### config.mk
export PLATFORM = sky130hd
export DESIGN_NAME = logic_unit_arbiter
export DESIGN_NICKNAME = d
export VERILOG_FILES = /design/src/rtl/logic_unit_arbiter.sv
export SDC_FILE = /design/constraint.sdc
export NUM_CORES = 1
export LEC_CHECK = 0
export ABC_AREA = 1
export CORE_ASPECT_RATIO = 1.4
export CORE_UTILIZATION = 40
export DETAILED_ROUTE_END_ITERATION = 8
export GPL_TIMING_DRIVEN = 0
export PLACE_DENSITY = 0.82
export REMOVE_ABC_BUFFERS = 1
export SLEW_MARGIN = 20
export SYNTH_ARGS = -nofsm -noshare
export SYNTH_HDL_FRONTEND = slang
export SYNTH_SLANG_ARGS = --single-unit
### constraint.sdc
create_clock -name clk_i -period 1.54 [get_ports clk_i]
set_clock_uncertainty 0.2 [all_clocks]
set_input_delay 0.231 -clock clk_i [delete_from_list [all_inputs] [get_ports clk_i]]
set_output_delay 0.231 -clock clk_i [all_outputs]
set_load 0.02 [all_outputs]
### src/rtl/logic_unit_arbiter.sv
// ---------------------------------------------------------------------------
// logic_unit_arbiter
//
// Shares one external combinational logic unit (AND/OR/XOR/NOT) between the
// execute stage (requester 0) and the debug/test port (requester 1).
// One operation is in flight at a time:
//   IDLE : pick a requester, latch its function code and operands.
//   EXEC : the latched operation drives the logic unit; its result is
//          registered at the end of the cycle.
//   RESP : the result is offered to the owner until the owner takes it.
// Ties between the requesters are broken round-robin.
//
// Ports
//   clk_i, arst_ni                 clock, asynchronous active-low reset
//   reqN_valid_i / reqN_ready_o    request handshake (N = 0, 1)
//   reqN_func_i                    AND=0, OR=1, XOR=2, NOT=3
//   reqN_rs1_i, reqN_rs2_i         operands (rs2 unused by NOT)
//   reqN_rsp_valid_o / _ready_i    response handshake
//   reqN_rsp_data_o                response register (shared by both)
//   alu_func_o, alu_rs1_o/rs2_o    drive to the shared logic unit
//   alu_rd_i                       combinational result from the logic unit
//   busy_o                         high whenever the FSM is not in IDLE
//   dbg_state_o                    current FSM state (IDLE=0, EXEC=1, RESP=2)
//
// Handshakes: a transfer happens on a rising clock edge where valid and
// ready are both high. Ready never depends on the rising edge it qualifies;
// requests are only considered in IDLE, and a response stays valid with
// stable data until its owner raises rsp_ready.
// ---------------------------------------------------------------------------
package simple_processor_pkg;
  localparam int DATA_WIDTH = 16;
endpackage

module logic_unit_arbiter #(
  parameter int DATA_WIDTH = simple_processor_pkg::DATA_WIDTH
) (
  input  logic                  clk_i,
  input  logic                  arst_ni,

  input  logic                  req0_valid_i,
  output logic                  req0_ready_o,
  input  logic [1:0]            req0_func_i,
  input  logic [DATA_WIDTH-1:0] req0_rs1_i,
  input  logic [DATA_WIDTH-1:0] req0_rs2_i,
  output logic                  req0_rsp_valid_o,
  input  logic                  req0_rsp_ready_i,
  output logic [DATA_WIDTH-1:0] req0_rsp_data_o,

  input  logic                  req1_valid_i,
  output logic                  req1_ready_o,
  input  logic [1:0]            req1_func_i,
  input  logic [DATA_WIDTH-1:0] req1_rs1_i,
  input  logic [DATA_WIDTH-1:0] req1_rs2_i,
  output logic                  req1_rsp_valid_o,
  input  logic                  req1_rsp_ready_i,
  output logic [DATA_WIDTH-1:0] req1_rsp_data_o,

  output logic [1:0]            alu_func_o,
  output logic [DATA_WIDTH-1:0] alu_rs1_o,
  output logic [DATA_WIDTH-1:0] alu_rs2_o,
  input  logic [DATA_WIDTH-1:0] alu_rd_i,

  output logic                  busy_o,
  output logic [1:0]            dbg_state_o
);

  typedef enum logic [1:0] {
    IDLE = 2'd0,
    EXEC = 2'd1,
    RESP = 2'd2
  } state_t;

  state_t                state_q;
  state_t                state_d;
  logic                  last_grant_q;
  logic                  owner_q;
  logic [1:0]            func_q;
  logic [DATA_WIDTH-1:0] rs1_q;
  logic [DATA_WIDTH-1:0] rs2_q;
  logic [DATA_WIDTH-1:0] rsp_q;

  logic                  gnt_valid;
  logic                  gnt_id;
  logic                  accept;
  logic                  owner_rsp_ready;

  // Grant selection: a lone requester wins; on a tie the requester that was
  // not served last wins, which makes continuous contention alternate.
  always_comb begin
    gnt_valid = req0_valid_i | req1_valid_i;
    if (req0_valid_i && req1_valid_i) begin
      gnt_id = ~last_grant_q;
    end else begin
      gnt_id = req1_valid_i;
    end
  end

  assign accept          = (state_q == IDLE) && gnt_valid;
  assign owner_rsp_ready = owner_q ? req1_rsp_ready_i : req0_rsp_ready_i;

  // Ready is masked by reset so that nothing appears accepted while the
  // block is held in reset, even if requesters keep valid high.
  assign req0_ready_o = arst_ni && accept && !gnt_id;
  assign req1_ready_o = arst_ni && accept &&  gnt_id;

  // FSM: state register
  always_ff @(posedge clk_i or negedge arst_ni) begin
    if (!arst_ni) begin
      state_q <= IDLE;
    end else begin
      state_q <= state_d;
    end
  end

  // FSM: next state
  always_comb begin
    state_d = state_q;
    case (state_q)
      IDLE:    if (gnt_valid) state_d = EXEC;
      EXEC:    state_d = RESP;
      RESP:    if (owner_rsp_ready) state_d = IDLE;
      default: state_d = IDLE;
    endcase
  end

  // Operation latch, round-robin pointer and response register.
  always_ff @(posedge clk_i or negedge arst_ni) begin
    if (!arst_ni) begin
      last_grant_q <= 1'b1;
      owner_q      <= 1'b0;
      func_q       <= 2'd0;
      rs1_q        <= '0;
      rs2_q        <= '0;
      rsp_q        <= '0;
    end else begin
      if (accept) begin
        owner_q      <= gnt_id;
        last_grant_q <= gnt_id;
        func_q       <= gnt_id ? req1_func_i : req0_func_i;
        rs1_q        <= gnt_id ? req1_rs1_i  : req0_rs1_i;
        rs2_q        <= gnt_id ? req1_rs2_i  : req0_rs2_i;
      end
      if (state_q == EXEC) begin
        rsp_q <= alu_rd_i;
      end
    end
  end

  assign alu_func_o = func_q;
  assign alu_rs1_o  = rs1_q;
  assign alu_rs2_o  = rs2_q;

  assign req0_rsp_valid_o = (state_q == RESP) && !owner_q;
  assign req1_rsp_valid_o = (state_q == RESP) &&  owner_q;
  assign req0_rsp_data_o  = rsp_q;
  assign req1_rsp_data_o  = rsp_q;

  assign busy_o      = (state_q != IDLE);
  assign dbg_state_o = state_q;

endmodule

==> reports/results.txt, run 1 <==
Mapped Cells - 403
Drt wl/cell - 13.8 µm
Final Max Tran Viols - 0
Top FF cell, synth - dfrtp_1
Total Nets Final - 646
Metal-1 WL - 3400 µm
Seq cells post-synth - 54
Post-synth EDFFs - 0
Dpl hpwl - 5580 µm
Unique masters post-synth - 19
Tmin final - 1.81 ns
Mean Syn Cell Area - 7.52 µm²
Met2 WL - 4770 µm
Final WS setup - -0.270 ns
Worst R2R Start - dbg_state_o[0]
Detailed route wirelength on metal3 - 684 µm
CTS clock-pin slew for the worst setup and hold paths - 0.10 ns
Seq/Total Area, Yosys - 0.446
Setup slack, reg-to-reg - -0.24 ns
Max Freq - 553 MHz
Die W - 75.6 µm
Clock tree buffer depth - 2
Drt first pass iters - 4
Synth-to-layout area growth - 58.9%
Root Driver - clkbuf_8
Largest net degree at the start of global routing - 56
Overall global routing resource usage - 0.231
Cell Area, Synth - 3030 µm²
Port bufs - 162
CTS tree - yes
Startpoint Class - flop
I/O pins - 163
Ratio of cells with drive above 1 in the final layout - 0.129
Worst Path Arrival - 1.38 ns
Min Hold Slack - -0.234 ns
CTS Buf Count - 5
Post-synth ARST share - 1.00
Starting Density - 0.412
DRC Markers - 0
DR top layer - met4
Static Leak - 2.65 nW
Power per standard cell area - 1830 nW/µm²
Req. time, crit path - 1.11 ns
Final Hold Vio Count - 53
CP max FO - 3
Worst skew pair latency - 0.30 ns
Slew of the pin with the lowest slew margin - 0.690 ns
Filler cell count - 668
Max-cap viol count - 0
Status - finished with violations
First-pass GRT wire length - 14000 µm
Routability-driven placement congestion ratio - 0.764
Iter 0 DRT Violations - 120
Peak supply drop - 0.000882 V
CTS Sinks - 54
GR Overflow Total - 0
Die Y - 105 µm
Routed WL - 9030 µm
Yosys warns - 0
Dpl ws - -1.75 ns
Core area - 7360 µm²
Setup crit end kind - output pin
Depth of the worst register-to-register path - 6
Vias post-DR - 3099
Finish-stage setup viols - 25
H-tree depth - 2
Initial antenna violation count - 0
Vias in the first global route - 2963
Total power - 8.82 mW
Post-route ant nets - 0
Max-slew headroom - 0.540
Crit Path Class - reg2out
Via density per instance - 4.74
Setup TNS - -4.61 ns
Fin crit share - 1.18
RSZ-0062 raised after global routing - true
Worst r2r dst - alu_rs2_o[7]
ANT cells - 0
Die Area - 7930 µm²
Cell Rows - 37
Min-delay worst type - in2async
Failing checks - hold timing, setup timing
layout by cell type, fill, tap and decap left out, drive strengths merged:
cell type and n:
buf 24, clkbuf 7, clkdlybuf4s15 3, clkdlybuf4s50 86, clkinv 2, dfrtp 53, dfstp 1, dlygate4sd2 66
inv 73, nand2 147, nand3 85, nor2 9, o21ai 1
worst max-delay path by stage:
stage / from / endpoint / slack [ns] / depth (start not counted)
finish: dbg_state_o[0] / req1_rsp_valid_o / -0.27 / 5
global route: dbg_state_o[0] / req0_ready_o / -0.36 / 6
CTS: dbg_state_o[0] / req1_ready_o / -0.35 / 6
detailed placement: req0_valid_i / req0_ready_o / -1.75 / 6
global placement: req1_valid_i / req1_ready_o / -2.59 / 6
floorplan: dbg_state_o[0] / req0_ready_o / -0.82 / 5
layout make-up:
type                    count  area, µm²  share of cell area
clock buffers               7       86.3              0.0179
clock inverters             1       5.00             0.00104
inverters                  74        302              0.0626
multi-input cells         242       1230               0.256
flip-flops and latches     54       1360               0.282
well taps                  97        121              0.0252
repair buffers            179       1710               0.356
synthesized netlist by cell type, types with 4 or more instances:
cell        n  share of area
clkbuf_1    4         0.0050
nand2_1   142           0.18
inv_1      71          0.088
nand3_2    20          0.066
nor2_1      5         0.0062
buf_4      20          0.050
dfrtp_1    53           0.44
nand3_1    65           0.11
buf_2       7          0.012
power by group:
group / internal [mW] / switching, mW / leakage (nW) / total [mW]
Sequential: 2.15 / 0.467 / 0.655 / 2.62
Clock: 0.364 / 0.434 / 0.0482 / 0.798
Combinational: 2.14 / 3.26 / 1.95 / 5.40
flip-flops by register name, indices dropped and copies added (netlist names):
register / cells
alu_rs1_o: 16
alu_rs2_o: 16
req0_rsp_data_o: 16
alu_func_o: 2
dbg_state_o: 2
last_grant_q: 1
owner_q: 1
critical path: stages (launching register included):
cell     delay [ns]
dfrtp_4        0.51
buf_4          0.16
nor2_4         0.11
inv_2          0.07
nor2_4         0.12
buf_6          0.12
stage by stage:
step	area, µm²	util	std cells
2_1_floorplan	2760	-	366
3_3_place_gp	4500	0.612	625
3_5_place_dp	4500	0.611	625
4_1_cts	4720	0.641	651
5_1_grt	4820	0.654	654
6_report	4820	0.654	654
metal layers:
layer | vias up | track usage
met5 | - | 0
met4 | 0 | 0.0780
met3 | 17 | 0.0559
met2 | 135 | 0.427
met1 | 1445 | 0.246
li1 | 1502 | -
cell families (layout without fill, tap and decap cells):
family / Yosys count / after routing / synth area share
buffers and inverters: 111 / 261 / 0.181
flip-flops: 54 / 54 / 0.446
AND/OR/NAND/NOR: 237 / 241 / 0.371
AO/OA/AOI/OAI: 1 / 1 / 0.00165
repair_timing:
action | in CTS | in global routing
endpoints found under the hold margin | 53 | 53
gates cloned | 4 | 0
resized for setup | 110 | 21
pin swaps | 5 | 4
setup buffers | 14 | 3
endpoints found under the setup margin | 127 | 49
Note: power is estimated with default switching activity, not from simulation.
==> run 2: changes to the inputs <==
Settings changed: CTS_CLUSTER_DIAMETER from default to 150.
==> results of run 2 <==
No change in the layout: final DEF, timing and power equal those of run 1.
==> run 3: changes to the inputs <==
Settings changed: PLACE_DENSITY 0.82 to 0.94.
Clock period 1.54 ns to 1.8 ns, I/O delays scaled along.
==> reports/results.txt, run 3 (same netlist as run 1, synthesis figures left out) <==
Status - finished with violations
Failing checks - hold timing, setup timing
Vias post-DR - 3203 (+3.4%)
Root Driver - clkbuf_8
Drt first pass iters - 4 (unchanged)
Core area - 7360 µm² (unchanged)
DP Area - 4500 µm² (unchanged)
Iter 0 DRT Violations - 132 (+10%)
Finish-stage setup viols - 3 (-88%)
Initial antenna violation count - 0 (unchanged)
Final instance area - 4940 µm² (+2.5%)
Max Freq - 535 MHz
Peak supply drop - 0.000770 V (-13%)
Commonest cells after routing, fill and taps aside - nand2_1 (140), clkdlybuf4s50_1 (101), inv_1 (70)
Crit-path max cell delay - 0.53 ns (+0.02 ns)
Starting Density - 0.412 (unchanged)
P_int - 4.26 mW (-8.6%)
Max-cap viol count - 0 (unchanged)
Port bufs - 162 (unchanged)
Final Max Tran Viols - 0 (unchanged)
Routed WL - 9760 µm (+8.1%)
Min Hold Slack - -0.199 ns (+0.0350 ns)
CTS Buf Count - 5 (unchanged)
RSZ-0062 raised after global routing - true
CTS tree - yes
Max stage delay cell, worst path - dfrtp_4
Req. time, crit path - 1.33 ns (+0.22 ns)
Power per standard cell area - 1590 nW/µm² (-13%)
Drt wl/cell - 14.9 µm (+7.9%)
Die Y - 105 µm (unchanged)
I/O pins - 163 (unchanged)
Via density per instance - 4.89 (+3.2%)
CTS Sinks - 54 (unchanged)
Synth-to-layout area growth - 62.9%
Critical Path Start - dbg_state_o[0]
Vias in the first global route - 3203 (+8.1%)
Setup slack, reg-to-reg - 0.06 ns (+0.30 ns)
Dpl hpwl - 5980 µm (+7.2%)
Setup crit end kind - output pin
GR Overflow Total - 0 (unchanged)
H-tree depth - 2 (unchanged)
Fin crit share - 1.04
Slew of the pin with the lowest slew margin - 0.681 ns (-0.00879 ns)
Depth of the worst register-to-register path - 8 (+2)
Worst R2R Start - dbg_state_o[0]
Largest net degree at the start of global routing - 56 (unchanged)
Total Nets Final - 647 (+0.15%)
Crit Path Class - reg2out
Clock tree buffer depth - 2 (unchanged)
Worst skew pair latency - 0.31 ns (about the same)
Commonest non-fill, non-tap cell in the layout - nand2_1
Worst setup path end - req0_ready_o
Setup TNS - -0.143 ns (+4.46 ns)
CTS clock-pin slew for the worst setup and hold paths - 0.10 ns (about the same)
Reg power frac - 0.287 (-0.010)
Overall global routing resource usage - 0.243 (+0.0120)
First-pass GRT wire length - 14500 µm (+4.0%)
Min-delay worst type - in2async
CP max FO - 4 (+1)
Total net switching power - 3.59 mW (-14%)
ANT cells - 0 (unchanged)
Final WS setup - -0.0703 ns (+0.199 ns)
Die W - 75.6 µm (unchanged)
Worst r2r dst - alu_rs1_o[12]
Switching part of the total - 0.457 (-0.0144)
Post-route ant nets - 0 (unchanged)
Worst Path Arrival - 1.40 ns (+0.02 ns)
Ordered cell list for the critical path - clkinv_4 -> nand2_4 -> nor2_4 -> nand2_2 -> nor2_1 -> buf_4
Dpl ws - -1.53 ns (+0.215 ns)
Startpoint Class - flop
Part of the power in the clock network - 0.089 (about the same)
DRC Markers - 0 (unchanged)
Tmin final - 1.87 ns
Max-slew headroom - 0.546 (+0.00586)
Cell Rows - 37 (unchanged)
Ratio of cells with drive above 1 in the final layout - 0.127 (-0.00202)
Gate power share - 0.624 (+0.012)
Final Hold Vio Count - 53 (unchanged)
Static Leak - 3.01 nW (+14%)
Routability-driven placement congestion ratio - 0.727 (-4.8%)
Die Area - 7930 µm² (unchanged)
run 3: cell types whose count changed in the layout (fill, tap and decap cells not counted), sizes merged:
| cell | previous run | this run |
|---|---|---|
| dlygate4sd2 | 66 | 8 |
| dlymetal6s2s | 0 | 45 |
| buf | 24 | 25 |
| clkdlybuf4s15 | 3 | 1 |
| clkdlybuf4s50 | 86 | 101 |
run 3: how the worst min path moves through the flow:
stage | depth (start not counted) | endpoint | slack (ns)
global route | 1 | alu_rs2_o[0] | -0.15
global placement | 2 | last_grant_q | 0.26
finish | 1 | alu_rs2_o[5] | -0.20
detailed placement | 1 | req0_rsp_data_o[9] | 0.16
floorplan | 0 | alu_func_o[0] | -0.23
CTS | 1 | alu_rs2_o[7] | -0.19
run 3: per-stage QoR:
stage | instances | utilization | total power, mW
floorplan | 366 | - | 4.48
global placement | 625 | 0.612 | 6.59
detailed placement | 625 | 0.611 | 6.75
CTS | 651 | 0.647 | 7.83
global route | 655 | 0.671 | 8.35
finish | 655 | 0.671 | 7.84
run 3: per-layer routing:
metal,track usage,share of wire,vias to the layer above
met1,0.248,0.36,1527
met4,0.108,0.022,0
li1,-,-,1505
met2,0.450,0.55,152
met5,0,0,-
met3,0.0530,0.067,19
run 3: final cells by class:
| class | count | area, µm² |
|---|---|---|
| well taps | 97 | 121 |
| fillers | 584 | 2420 |
| inverters | 74 | 290 |
| multi-input cells | 242 | 1210 |
| flip-flops and latches | 54 | 1360 |
| clock buffers | 7 | 86.3 |
| repair buffers | 180 | 1870 |
| clock inverters | 1 | 5.00 |
run 3: critical path: cells and delay by family, from the launching register on:
kind,cells,cell delay (ns)
flops,1,0.53
buf+inv,2,0.21
simple gates,4,0.36
run 3: power groups by stage:
stage	combinational (mW)	sequential (mW)	clock [mW]
floorplan	1.30	3.18	0
global placement	4.33	2.26	0
detailed placement	4.46	2.29	0
CTS	4.85	2.26	0.720
global route	5.26	2.32	0.766
finish	4.89	2.25	0.701
run 3: what timing repair did:
action                                 CTS  global route
setup endpoints to repair               65            65
resized for setup                       45            56
cloned                                   4             0
pin swaps                                6             5
buffers inserted                        14             4
endpoints found under the hold margin   53            53
==> RTL change 1: new RTL, settings of run 3 <==
Change the package constant `DATA_WIDTH` from 16 to 32.
--- a/src/rtl/logic_unit_arbiter.sv
+++ b/src/rtl/logic_unit_arbiter.sv
@@ -28,7 +28,7 @@
 // stable data until its owner raises rsp_ready.
 // ---------------------------------------------------------------------------
 package simple_processor_pkg;
-  localparam int DATA_WIDTH = 16;
+  localparam int DATA_WIDTH = 32;
 endpackage
 
 module logic_unit_arbiter #(
Ports: changed (9 resized); port bits go from 163 to 307. No check against the original RTL was run, so the function may have changed too.
==> RTL change 1 against run 3 <==
- the flow still finishes with violations (hold timing, setup timing)
- cell area grew 100%
- combinational power up 120%
- sequential cell count up 48
- highest routed layer unchanged
- critical path depth is the same
- first-iteration DRC count rose to 2.6 times the old value
- routed wire length is 140% higher
- sequential share of layout area fell by 1.7 points
- area after synthesis grew 79%
- largest power group unchanged
- worst setup slack worse by 0.12 ns
- sequential power grew 97%
- power up 120%
==> RTL change 1: results <==
{
  "grt_pass1_vias": 5951,
  "drt-total-wl_mm": 23.8,
  "drt_pass1_iterations": 5,
  "post-place-ws_ns": -1.30,
  "outcome": "finished with violations",
  "ys.flop_type": "dfrtp_1",
  "critPathMaxFanout": 69,
  "portBuffers": 306,
  "netlist_top_cells_count": "nand2_1 (272), nand3_1 (165), inv_1 (135)",
  "via_per_inst": 5.09,
  "cts_root_buf": "clkbuf_16",
  "ys_async_sr_fraction_pct": 100,
  "finalWorstSetupSlack_ns": -0.192,
  "hpwl_mm": 13.0,
  "grt_max_degree": 70,
  "clk_pin_slew_ns": 0.08,
  "wl_met1_mm": 8.05,
  "cts_max_level": 3,
  "whs_ns": -0.362,
  "highest_layer": "met4",
  "clkLatencyLatePin_ns": 0.34,
  "hold_violations": 42,
  "vdd_drop_max_mv": 0.730,
  "p_leak_nw": 5.86,
  "routed-wl-met3_mm": 2.15,
  "clockBufferDepth": 2,
  "antennaDiodeCount": 0,
  "cp_data_arrival_time_ns": 1.52,
  "max_stage_delay_ns": 0.46,
  "tightest_slew_ns": 0.610,
  "wl_met2_mm": 12.4,
  "ys_top_cells_by_area": "dfrtp_1 (47%), nand2_1 (19%), nand3_1 (15%)",
  "grt_pass1_wl_mm": 30.7,
  "fin_nets": 1231,
  "gp_congestion": 0.800,
  "grtUsageTotal_pct": 28.7,
  "violations": "hold timing, setup timing",
  "yosysWarnings": 0,
  "yosysSeqAreaShare_pct": 47.1,
  "layout-drive-gt1-share_pct": 15.0,
  "setup_viol": 71,
  "hold_path_class": "input pin to asynchronous set/reset pin",
  "synth_cell_types": 16,
  "slowest_stage": "buf_6",
  "cts_buffers": 9,
  "drt-initial-drc-count": 340
}
RTL change 1: worst paths after layout:
| path | slack [ns] | depth (start not counted) | to | from |
|---|---|---|---|---|
| max | -0.19 | 6 | req1_ready_o | req1_valid_i |
| min | -0.36 | 1 | req0_rsp_data_o[21] | arst_ni |
| max reg2reg | -0.17 | 10 | alu_rs2_o[30] | dbg_state_o[0] |
| min reg2reg | 0.27 | 2 | alu_rs1_o[28] | alu_rs1_o[28] |
| max in group asynchronous | 1.06 | 2 | last_grant_q | arst_ni |
| min in group clk_i | 0.27 | 2 | alu_rs1_o[28] | alu_rs1_o[28] |
RTL change 1: logic make-up (layout without fill, tap and decap cells):
| kind of cell | after synthesis | count (layout) | share of synthesized area (%) |
|---|---|---|---|
| AOI/OAI and AO/OA | 1 | 1 | 0.0921 |
| buffers and inverters | 215 | 516 | 18.1 |
| and+or+nand+nor | 445 | 447 | 34.8 |
| DFF | 102 | 102 | 47.1 |
RTL change 1: worst max-delay path: cells and delay by family:
kind	cells	cell delay, ns
buffers and inverters	2	0.58
AND/OR/NAND/NOR	4	0.63
RTL change 1: cell type report:
class | count | area [sq um]
inverters | 138 | 563
clock buffers | 9 | 225
multi-input cells | 448 | 2240
repair inverters | 11 | 198
flip-flops and latches | 102 | 2560
repair buffers | 351 | 3820
clock inverters | 7 | 95.1
fillers | 899 | 3390
well taps | 182 | 228
RTL change 1: metrics by stage:
step           utilization [%]  instances  power (mW)  instance area, sq um  setup TNS, ns
6_report                  74.5       1248        17.3                  9930          -8.23
5_1_grt                   74.5       1248        18.0                  9930         -10.64
4_1_cts                   67.2       1216        15.2                  8950          -4.59
3_5_place_dp              62.9       1179        12.9                  8390        -116.47
3_3_place_gp              61.9       1174        12.5                  8250        -695.09
2_1_floorplan                -        686        8.25                  4960        -121.03
RTL change 1: what timing repair did:
action | in CTS | in global routing
pin swaps | 5 | 33
cloned | 7 | 15
endpoints found under the setup margin | 177 | 131
gates resized for setup | 115 | 185
endpoints found under the hold margin | 42 | 42
setup buffers | 14 | 18
RTL change 1: layer usage:
metal	global-route usage, %	vias to the layer above
met5	0	-
met4	19.0	0
met3	10.2	95
met2	48.4	395
met1	29.5	2991
li1	-	2870
RTL change 1: power breakdown:
part / total [mW] / switching (mW) / leakage (nW) / internal, mW
Sequential: 4.43 / 0.949 / 1.24 / 3.48
Combinational: 10.7 / 6.21 / 4.47 / 4.46
Clock: 2.17 / 0.940 / 0.156 / 1.23
Total: 17.3 / 8.10 / 5.86 / 9.17
==> RTL change 2: new RTL, settings of run 3 <==
Without the edit above. Put one more register stage on the output `dbg_state_o`, cleared by the reset. The value now appears one clock later. The other outputs are not delayed to match.
--- a/src/rtl/logic_unit_arbiter.sv
+++ b/src/rtl/logic_unit_arbiter.sv
@@ -156,7 +156,13 @@
   assign req1_rsp_data_o  = rsp_q;
 
   assign busy_o      = (state_q != IDLE);
-  assign dbg_state_o = state_q;
+  always_ff @(posedge clk_i or negedge arst_ni) begin
+    if (!arst_ni) begin
+      dbg_state_o <= '0;
+    end else begin
+      dbg_state_o <= state_q;
+    end
+  end
 
 endmodule
 
Formal check against the unedited RTL: not equivalent (Yosys sat finds a counterexample within 4 cycles, from zero or initial values and one cycle with arst_ni low).
==> RTL change 2 against run 3 <==
- the run still ends with hold timing, setup timing left
- non-clock buffer count up 1
- sequential cell count up 2
- cell area up 1.2%
- power up 3.3%
- synthesized cell count up 0.50%
- area after synthesis up 1.7%
- routed wire length down 2.7%
- critical path type unchanged
- worst setup slack better by 0.037 ns
- largest power group unchanged
- critical endpoint is now req1_ready_o
==> RTL change 2: results <==
{
  "outcome": "finished with violations",
  "violations": "hold timing, setup timing",
  "vdd_drop_max_mv": 0.786,
  "gp_congestion": 0.739,
  "yosysSeqAreaShare_pct": 45.5,
  "placed_area_sq_um": 4550,
  "clk_pin_slew_ns": 0.08,
  "netlist_top_cells_count": "nand2_1 (142), inv_1 (71), nand3_1 (65)",
  "synth-compound-area-share_pct": 0.162,
  "grt_use_met2_pct": 45.6,
  "r2r_cells": 6,
  "stdcell_count": 658,
  "synth_mux_area_share_pct": 0,
  "grt_pass1_vias": 3167,
  "fillers": 576,
  "highest_layer": "met4",
  "dp.cells": 627,
  "power_mw": 8.11,
  "grtUsageMet3_pct": 3.46,
  "routed-wl-met3_um": 491,
  "setup_viol": 4,
  "via_per_inst": 4.84,
  "fin_nets": 650,
  "tightest_slew_ns": 0.711,
  "finalWorstSetupSlack_ns": -0.0331,
  "pwr.group.clock_mw": 0.791,
  "post-place-ws_ns": -1.58,
  "syn_inst": 405,
  "slowest_stage": "dfstp_2",
  "whs_ns": -0.173,
  "swShare_pct": 44.1,
  "drt-total-wl_mm": 9.49,
  "yosysMostFrequentCell": "nand2_1",
  "wl_met2_mm": 5.25,
  "p_leak_nw": 2.89,
  "grtUsageTotal_pct": 23.5,
  "use_met1_pct": 26.4,
  "wl_met1_mm": 3.65,
  "layout-drive-gt1-share_pct": 13.0,
  "hold_violations": 55,
  "grt_max_degree": 58,
  "critPathMaxFanout": 6,
  "clkLatencyLatePin_ns": 0.29,
  "hpwl_mm": 5.95,
  "drt-initial-drc-count": 107,
  "max_stage_delay_ns": 0.59,
  "cp_data_arrival_time_ns": 1.36,
  "p_seq_share_pct": 28.8,
  "ys_top_cells_by_area": "dfrtp_1 (45%), nand2_1 (17%), nand3_1 (11%)"
}
==> RTL change 2: area by class of cell <==
cell class              instances  area (sq um)  share of cell area, %
flip-flops and latches         56          1410                   28.1
repair buffers                181          1850                   37.0
clock inverters                 2          35.0                  0.701
inverters                      74           288                   5.76
clock buffers                   6          72.6                   1.45
multi-input cells             242          1220                   24.5
well taps                      97           121                   2.43
==> RTL change 2: worst paths after layout <==
path / slack (ns) / startpoint / endpoint
setup reg to reg: 0.13 / last_grant_q / alu_rs2_o[14]
setup / recovery: -0.03 / last_grant_q / req1_ready_o
max in group asynchronous: 1.05 / arst_ni / state_q[0]
hold / removal: -0.17 / arst_ni / req0_rsp_data_o[0]
hold reg to reg: 0.25 / state_q[1] / dbg_state_o[1]
min in group clk_i: 0.25 / state_q[1] / dbg_state_o[1]
==> RTL change 2: timing repair <==
item / in CTS / in global routing
cloned: 4 / 0
buffers inserted: 16 / 3
endpoints found under the setup margin: 62 / 60
endpoints found under the hold margin: 55 / 55
gates resized for setup: 43 / 37
pin swaps: 6 / 5
